File: src/rtl/spi_cs_master_if.sv
// rtl/spi_cs_master_if.sv - request/response bundle between a host and spi_cs_master
interface spi_cs_master_if #(
  parameter int NUM_CS = 2,
  parameter int DATA_W = 16,
  parameter int DIV_W  = 8
);
  localparam int CS_W = (NUM_CS > 1) ? $clog2(NUM_CS) : 1;

  logic              start;
  logic [CS_W-1:0]   cs_sel;
  logic [DATA_W-1:0] tx_data;
  logic [DIV_W-1:0]  div;
  logic              cpol;
  logic              cpha;
  logic              busy;
  logic              done;
  logic [DATA_W-1:0] rx_data;
  logic              err;

  modport master (
    output start, cs_sel, tx_data, div, cpol, cpha,
    input  busy, done, rx_data, err
  );

  modport slave (
    input  start, cs_sel, tx_data, div, cpol, cpha,
    output busy, done, rx_data, err
  );
endinterface

File: src/rtl/spi_cs_master.sv
// rtl/spi_cs_master.sv - SPI master with per-channel chip selects; SPI_CS_MASTER_ERR_EN adds the err pulse
module spi_cs_master #(
  parameter int NUM_CS = 2,
  parameter int DATA_W = 16,
  parameter int DIV_W  = 8
) (
  input  logic              clk,
  input  logic              rstn,
  spi_cs_master_if.slave    ctrl,
  output logic [NUM_CS-1:0] spi_csn,
  output logic              spi_sclk,
  output logic              spi_mosi,
  input  logic [NUM_CS-1:0] spi_miso
);
  localparam int CS_W = (NUM_CS > 1) ? $clog2(NUM_CS) : 1;
  localparam int EW   = $clog2(2 * DATA_W);
  localparam logic [EW-1:0] LAST_HALF = EW'(2 * DATA_W - 1);

  typedef enum logic [1:0] {IDLE, SETUP, SHIFT, HOLD} state_t;
  state_t state, state_n;

  logic [DIV_W-1:0]  div_cnt, div_q;
  logic [EW-1:0]     half_cnt, half_nxt;
  logic [CS_W-1:0]   sel_q, sel_n;
  logic              cpol_q, cpha_q;
  logic [DATA_W-1:0] tx_sh, rx_sh, rx_q;
  logic              busy_q, done_q, sclk_q, mosi_q;
  logic [NUM_CS-1:0] csn_q, csn_n;
  logic              accept, half_end, last_half, edge_go, lead_edge, adv_edge, smp_edge;

  // decode the request and the half-period / SCLK edge events of the current cycle
  always_comb begin
    accept    = (state == IDLE) && ctrl.start && (int'(ctrl.cs_sel) < NUM_CS);
    half_end  = (div_cnt == div_q);
    last_half = (half_cnt == LAST_HALF);
    edge_go   = half_end && ((state == SETUP) || ((state == SHIFT) && !last_half));
    half_nxt  = (state == SETUP) ? '0 : half_cnt + EW'(1);
    lead_edge = ~half_nxt[0];
    adv_edge  = edge_go && (cpha_q ? lead_edge : ~lead_edge);
    smp_edge  = edge_go && (cpha_q ? ~lead_edge : lead_edge);
    sel_n     = accept ? ctrl.cs_sel : sel_q;
    for (int i = 0; i < NUM_CS; i++) begin
      csn_n[i] = !((state_n != IDLE) && (sel_n == CS_W'(i)));
    end
  end

  // next-state logic: each phase ends on a half-period boundary
  always_comb begin
    state_n = state;
    unique case (state)
      IDLE:    if (accept) state_n = SETUP;
      SETUP:   if (half_end) state_n = SHIFT;
      SHIFT:   if (half_end && last_half) state_n = HOLD;
      HOLD:    if (half_end) state_n = IDLE;
      default: state_n = IDLE;
    endcase
  end

  // state register
  always_ff @(posedge clk) begin
    if (!rstn) state <= IDLE;
    else       state <= state_n;
  end

  // registered datapath: latching, divider, shifting and all pins
  always_ff @(posedge clk) begin
    if (!rstn) begin
      div_cnt  <= '0;
      div_q    <= '0;
      half_cnt <= '0;
      sel_q    <= '0;
      cpol_q   <= 1'b0;
      cpha_q   <= 1'b0;
      tx_sh    <= '0;
      rx_sh    <= '0;
      rx_q     <= '0;
      busy_q   <= 1'b0;
      done_q   <= 1'b0;
      sclk_q   <= 1'b0;
      mosi_q   <= 1'b0;
      csn_q    <= '1;
    end else begin
      busy_q <= (state_n != IDLE);
      done_q <= (state == HOLD) && half_end;
      csn_q  <= csn_n;
      if (state == IDLE) begin
        div_cnt  <= '0;
        half_cnt <= '0;
        sclk_q   <= ctrl.cpol;
        mosi_q   <= 1'b0;
        if (accept) begin
          sel_q  <= ctrl.cs_sel;
          div_q  <= ctrl.div;
          cpol_q <= ctrl.cpol;
          cpha_q <= ctrl.cpha;
          rx_sh  <= '0;
          if (ctrl.cpha) begin
            tx_sh <= ctrl.tx_data;
          end else begin
            mosi_q <= ctrl.tx_data[DATA_W-1];
            tx_sh  <= ctrl.tx_data << 1;
          end
        end
      end else begin
        div_cnt <= half_end ? '0 : div_cnt + DIV_W'(1);
        if (edge_go) begin
          half_cnt <= half_nxt;
          sclk_q   <= ~sclk_q;
        end
        if ((state == SHIFT) && half_end && last_half) sclk_q <= cpol_q;
        if (adv_edge) begin
          mosi_q <= tx_sh[DATA_W-1];
          tx_sh  <= tx_sh << 1;
        end
        if (smp_edge) rx_sh <= {rx_sh[DATA_W-2:0], spi_miso[sel_q]};
        if ((state == HOLD) && half_end) begin
          rx_q   <= rx_sh;
          mosi_q <= 1'b0;
          sclk_q <= ctrl.cpol;
        end
      end
    end
  end

`ifdef SPI_CS_MASTER_ERR_EN
  logic err_q;

  // flag every start request that is not taken
  always_ff @(posedge clk) begin
    if (!rstn) err_q <= 1'b0;
    else       err_q <= ctrl.start && !accept;
  end

  assign ctrl.err = err_q;
`else
  assign ctrl.err = 1'b0;
`endif

  assign ctrl.busy    = busy_q;
  assign ctrl.done    = done_q;
  assign ctrl.rx_data = rx_q;
  assign spi_csn      = csn_q;
  assign spi_sclk     = sclk_q;
  assign spi_mosi     = mosi_q;
endmodule

File: src/flat_wrapper.sv
// flat-port wrapper written by rule: the top's interface ports become plain ports
module spi_cs_master_flat 
#(
  parameter int NUM_CS = 2,
  parameter int DATA_W = 16,
  parameter int DIV_W  = 8
)
  (clk, rstn, spi_csn, spi_sclk, spi_mosi, spi_miso, ctrl_start, ctrl_cs_sel, ctrl_tx_data, ctrl_div, ctrl_cpol, ctrl_cpha, ctrl_busy, ctrl_done, ctrl_rx_data, ctrl_err);
  spi_cs_master_if #(.NUM_CS(NUM_CS), .DATA_W(DATA_W), .DIV_W(DIV_W)) ctrl_i ();
  input  logic clk;
  input  logic rstn;
  output logic [NUM_CS-1:0] spi_csn;
  output logic spi_sclk;
  output logic spi_mosi;
  input  logic [NUM_CS-1:0] spi_miso;
  input wire logic [$bits(ctrl_i.start)-1:0] ctrl_start;
  input wire logic [$bits(ctrl_i.cs_sel)-1:0] ctrl_cs_sel;
  input wire logic [$bits(ctrl_i.tx_data)-1:0] ctrl_tx_data;
  input wire logic [$bits(ctrl_i.div)-1:0] ctrl_div;
  input wire logic [$bits(ctrl_i.cpol)-1:0] ctrl_cpol;
  input wire logic [$bits(ctrl_i.cpha)-1:0] ctrl_cpha;
  output wire logic [$bits(ctrl_i.busy)-1:0] ctrl_busy;
  output wire logic [$bits(ctrl_i.done)-1:0] ctrl_done;
  output wire logic [$bits(ctrl_i.rx_data)-1:0] ctrl_rx_data;
  output wire logic [$bits(ctrl_i.err)-1:0] ctrl_err;
  assign ctrl_i.start = ctrl_start;
  assign ctrl_i.cs_sel = ctrl_cs_sel;
  assign ctrl_i.tx_data = ctrl_tx_data;
  assign ctrl_i.div = ctrl_div;
  assign ctrl_i.cpol = ctrl_cpol;
  assign ctrl_i.cpha = ctrl_cpha;
  assign ctrl_busy = ctrl_i.busy;
  assign ctrl_done = ctrl_i.done;
  assign ctrl_rx_data = ctrl_i.rx_data;
  assign ctrl_err = ctrl_i.err;
  spi_cs_master #(.NUM_CS(NUM_CS), .DATA_W(DATA_W), .DIV_W(DIV_W)) u_core (.clk(clk), .rstn(rstn), .ctrl(ctrl_i), .spi_csn(spi_csn), .spi_sclk(spi_sclk), .spi_mosi(spi_mosi), .spi_miso(spi_miso));
endmodule
File: config.mk
export PLATFORM = sky130hd
export DESIGN_NAME = spi_cs_master_flat
export DESIGN_NICKNAME = d
export VERILOG_FILES = /design/src/rtl/spi_cs_master_if.sv /design/src/rtl/spi_cs_master.sv /design/src/flat_wrapper.sv
export SDC_FILE = /design/constraint.sdc
export NUM_CORES = 1
export LEC_CHECK = 0
export ABC_AREA = 0
export CELL_PAD_IN_SITES_DETAIL_PLACEMENT = 1
export CELL_PAD_IN_SITES_GLOBAL_PLACEMENT = 2
export CORE_MARGIN = 1.5
export CORE_UTILIZATION = 33
export DETAILED_ROUTE_END_ITERATION = 12
export PLACE_DENSITY = 0.85
export SYNTH_ARGS = -nofsm -noshare
export SYNTH_HDL_FRONTEND = slang
export SYNTH_SLANG_ARGS = --single-unit
export TNS_END_PERCENT = 100
File: constraint.sdc
create_clock -name clk -period 3.1 [get_ports clk]
set_clock_uncertainty 0.15 [all_clocks]
set_input_delay 0.62 -clock clk [delete_from_list [all_inputs] [get_ports clk]]
set_output_delay 0.62 -clock clk [all_outputs]
set_load 0.03 [all_outputs]
==> qor.txt <==
DETAILED ROUTING
-----------------------------------------------------------------------------------------------
Total number of vias                                                                       3121
Routed len/inst                                                                        15.37 um
Detailed-routing iteration count for the pre-antenna-repair pass                              4
Routed wire length                                                                      9329 um
Violation count after the first detailed-route iteration                                    154
Vias per cell                                                                             5.142
Number of nets with antenna violations after routing                                          0
Number of design rule violations left after detail routing                                    0

CLOCK NETWORK
-----------------------------------------------------------------------------------------------
Number of H-tree levels                                                                       3
Cell at the root of the clock tree                                                     clkbuf_8
Cts bufs inserted                                                                             9
Number of buffers added for setup after CTS                                                   0
Clock tree from TritonCTS                                                                 built
Number of gates resized after cts                                                             0
Clock input transition at the sequential cells of the worst setup and hold paths        0.08 ns
CTS max path bufs                                                                             2
Insertion delay of the later-clocked pin in the worst-skew pair                         0.36 ns
Cts hold-fix bufs                                                                             0
Clock tree sinks                                                                             80

WORST SETUP PATH
-----------------------------------------------------------------------------------------------
Most used cell, CP                                                                         ha_1
WP depth                                                                                      8
Reg-to-reg critical path startpoint                                                u_core.half_cnt[1]$_SDFFE_PP0P_
Critical Path AT                                                                        2.93 ns
Combined buffer and inverter count along the critical path                                    0
Classification of the worst setup path                                             register to register
Chain of cells forming the critical path                                           ha_1, and3_1, ha_1, nor4bb_1, o21ai_0, a211oi_2, nor2_2, mux2i_1
CP max FO                                                                                    15
Maximum single-stage delay on the critical path                                         0.78 ns
Cell family with most CP delay                                                     simple AND/OR/NAND/NOR gates
Cell type of the slowest stage on the worst timing path                                  nor2_2
Critical Path End Type                                                                 register
Setup crit start kind                                                                  register
Start point of the critical path                                                   u_core.half_cnt[1]$_SDFFE_PP0P_
Data required time at the worst endpoint                                                3.23 ns
Depth of the worst register-to-register path                                                  8

PLACE
-----------------------------------------------------------------------------------------------
Worst setup slack after placement                                                     0.2548 ns
Total of buffers placed on input and output ports                                            53
HPWL Detailed                                                                           6568 um
Weighted congestion at the end of routability-driven global placement                    0.7927

RUN
-----------------------------------------------------------------------------------------------
# Max-Cap Violations                                                                          0

FINAL LAYOUT
-----------------------------------------------------------------------------------------------
Layout Nets                                                                                 497
Area of the multi-input gates                                                         1931 um^2
Synthesis-to-layout area growth                                                          24.00%
Antenna Diode Count                                                                           0
Sequential cell area                                                                  1602 um^2
Final-layout fill cell count                                                               1277
Fraction of layout cells with a size suffix above 1                                      8.565%

LOGIC SYNTHESIS
-----------------------------------------------------------------------------------------------
Main area contributors after synthesis                                             dfxtp_1 (43%), mux2i_1 (13%), o211ai_1 (7.1%)
Area of the mapped netlist                                                            3691 um^2
Cell variety after synth                                                                     50
Synthesized netlist net count                                                               451
Flip-flop and latch count after synthesis                                                    80
Gate Count Post-Synth                                                                       416
Async SR Flop Fraction                                                                       0%
EDFF count, synth                                                                             0
Yosys Warn Count                                                                              0
Portion of the post-synthesis area used by sequential elements                           43.39%
Biggest area consumer among synthesized cells                                           dfxtp_1
Post-synth top area share                                                                43.39%
Mean cell area of the mapped netlist                                                 8.873 um^2
Top FF cell, synth                                                                      dfxtp_1

GLOBAL ROUTE
-----------------------------------------------------------------------------------------------
Remaining global-route overflow                                                               0
Combined global-route utilization of all metal layers                                    16.92%
Via count of the first global-routing pass                                                 3259
Pin count of the biggest net entering global routing                                         46
Global-route wire length before repair                                                 15720 um
Number of antenna violations at the first check in global routing                             0

TIMING
-----------------------------------------------------------------------------------------------
Sum Neg Setup Slack                                                                        0 ns
Post-layout min period                                                                 2.802 ns
Crit share post-route                                                                    90.38%
Post-route setup slack                                                                0.2982 ns
Count of final hold-check violations                                                          0
Transition at the pin with the smallest max-transition slack                           1.013 ns
Setup repair after global routing missed its margin                                       false
Slew HR                                                                                  32.39%
Number of max-slew violations in the final report                                             0
Final count of negative-setup-slack endpoints                                                 0
Maximum frequency from static timing analysis                                        0.3569 GHz

POWER
-----------------------------------------------------------------------------------------------
Maximum vdd ir drop                                                                   0.2393 mV
Post-layout power                                                                      2.485 mW
Static Leak                                                                            1.705 nW
Power density over cell area                                                       542.9 nW/um^2

HOLD PATH
-----------------------------------------------------------------------------------------------
Type of the most critical hold path                                                register to register
Cell count of the worst hold path                                                             2
Worst hold path startpoint                                                         u_core.tx_sh[12]$_SDFFE_PN0P_

DIE
-----------------------------------------------------------------------------------------------
Height of the die                                                                      108.8 um
Row count                                                                                    38
Count of pins on the block boundary                                                          55
Effective utilization at floorplan                                                       33.90%
Die Area                                                                             11830 um^2
Placeable Area                                                                       10890 um^2
Floorplan die width                                                                    108.8 um

RUN STATUS
-----------------------------------------------------------------------------------------------
Outcome                                                                               completed

==> tightest hold or removal path, delay by kind of cell, from the launching register on <==
| kind | cells | cell delay (ns) |
|---|---|---|
| DFF | 1 | 0.31 |
| muxes | 1 | 0.06 |
| and+or+nand+nor | 1 | 0.05 |
==> report_power, final <==
group / internal [mW] / switching, mW
registers: 1.09 / 0.0483
logic: 0.209 / 0.346
clock network: 0.397 / 0.393
==> worst paths after layout <==
path / to / slack, ns
max: u_core.tx_sh[15]$_SDFFE_PN0P_ / 0.30
min: u_core.tx_sh[12]$_SDFFE_PN0P_ / 0.32
max reg2reg: u_core.tx_sh[15]$_SDFFE_PN0P_ / 0.30
min reg2reg: u_core.tx_sh[12]$_SDFFE_PN0P_ / 0.32
==> sequential cells by signal, summed over array words and instances, names as in the netlist <==
signal / flops
u_core.cpol_q: 1
u_core.tx_sh: 16
u_core.rx_sh: 16
u_core.ctrl.done: 1
u_core.cpha_q: 1
u_core.div_q: 8
u_core.div_cnt: 8
u_core.spi_sclk: 1
u_core.ctrl.busy: 1
u_core.half_cnt: 5
u_core.ctrl.rx_data: 16
u_core.spi_csn: 2
u_core.spi_mosi: 1
u_core.state: 2
u_core.sel_q: 1
==> through the flow <==
step	instances	utilization [%]	hold WS (ns)	cell area (um^2)
floorplan	416	-	0.2869	3691
global placement	591	40.17	0.2958	4374
detailed placement	591	40.17	0.3122	4374
CTS	607	42.04	0.3242	4577
global route	607	42.04	0.3390	4577
finish	607	42.04	0.3197	4577
==> cells in the mapped netlist (2+ instances only) <==
| cell type | n |
|---|---|
| buf_4 | 3 |
| and2_1 | 2 |
| xor2_1 | 4 |
| clkbuf_1 | 22 |
| a21oi_1 | 31 |
| nand4_1 | 4 |
| or2_2 | 2 |
| nor2_1 | 34 |
| xnor2_1 | 12 |
| o21a_1 | 2 |
| buf_2 | 6 |
| nand2_1 | 55 |
| or3_1 | 2 |
| nor2b_1 | 3 |
| and3_1 | 3 |
| and4_1 | 2 |
| a31oi_1 | 2 |
| mux2i_1 | 47 |
| ha_1 | 3 |
| dfxtp_1 | 80 |
| o21ai_0 | 4 |
| nand3b_1 | 3 |
| nand4b_1 | 2 |
| o311a_1 | 2 |
| inv_1 | 3 |
| o211ai_1 | 35 |
| nand3_1 | 25 |
==> cell usage in the layout, fill, tap and decap left out, types with 4 or more instances in the layout <==
cell / netlist / routed
dfxtp_1: 80 / 80
nand2_1: 55 / 55
clkdlybuf4s50_1: 0 / 53
mux2i_1: 47 / 47
o211ai_1: 35 / 35
nor2_1: 34 / 33
a21oi_1: 31 / 31
nand3_1: 25 / 25
buf_4: 3 / 14
xnor2_1: 12 / 12
clkbuf_8: 0 / 10
nand4_1: 4 / 4
o21ai_0: 4 / 4
xor2_1: 4 / 4
==> cell families (layout without fill, tap and decap cells) <==
family	after synthesis	in the layout	synth area share [%]
compound gates	86	86	15.59
xor+xnor	16	16	3.796
fa+ha+maj	3	3	1.017
buf+inv	36	87	4.373
flops	80	80	43.39
mux	48	48	13.05
other cells	1	1	0.1016
simple gates	146	146	18.68
==> routing by layer <==
layer | global-route usage [%] | routed length, um
met1 | 21.83 | 4517
met5 | 0 | 0
met4 | 4.511 | 79
met3 | 4.065 | 431
met2 | 28.21 | 4301
==> final cells by class <==
class	instances	share of cell area, %
inverters	3	0.2460
repair buffers	68	14.32
flip-flops and latches	80	34.99
clock buffers	10	3.007
well taps	140	3.827
clock inverters	6	1.422
multi-input cells	300	42.18
No activity file was read; power rests on OpenSTA's default activity.
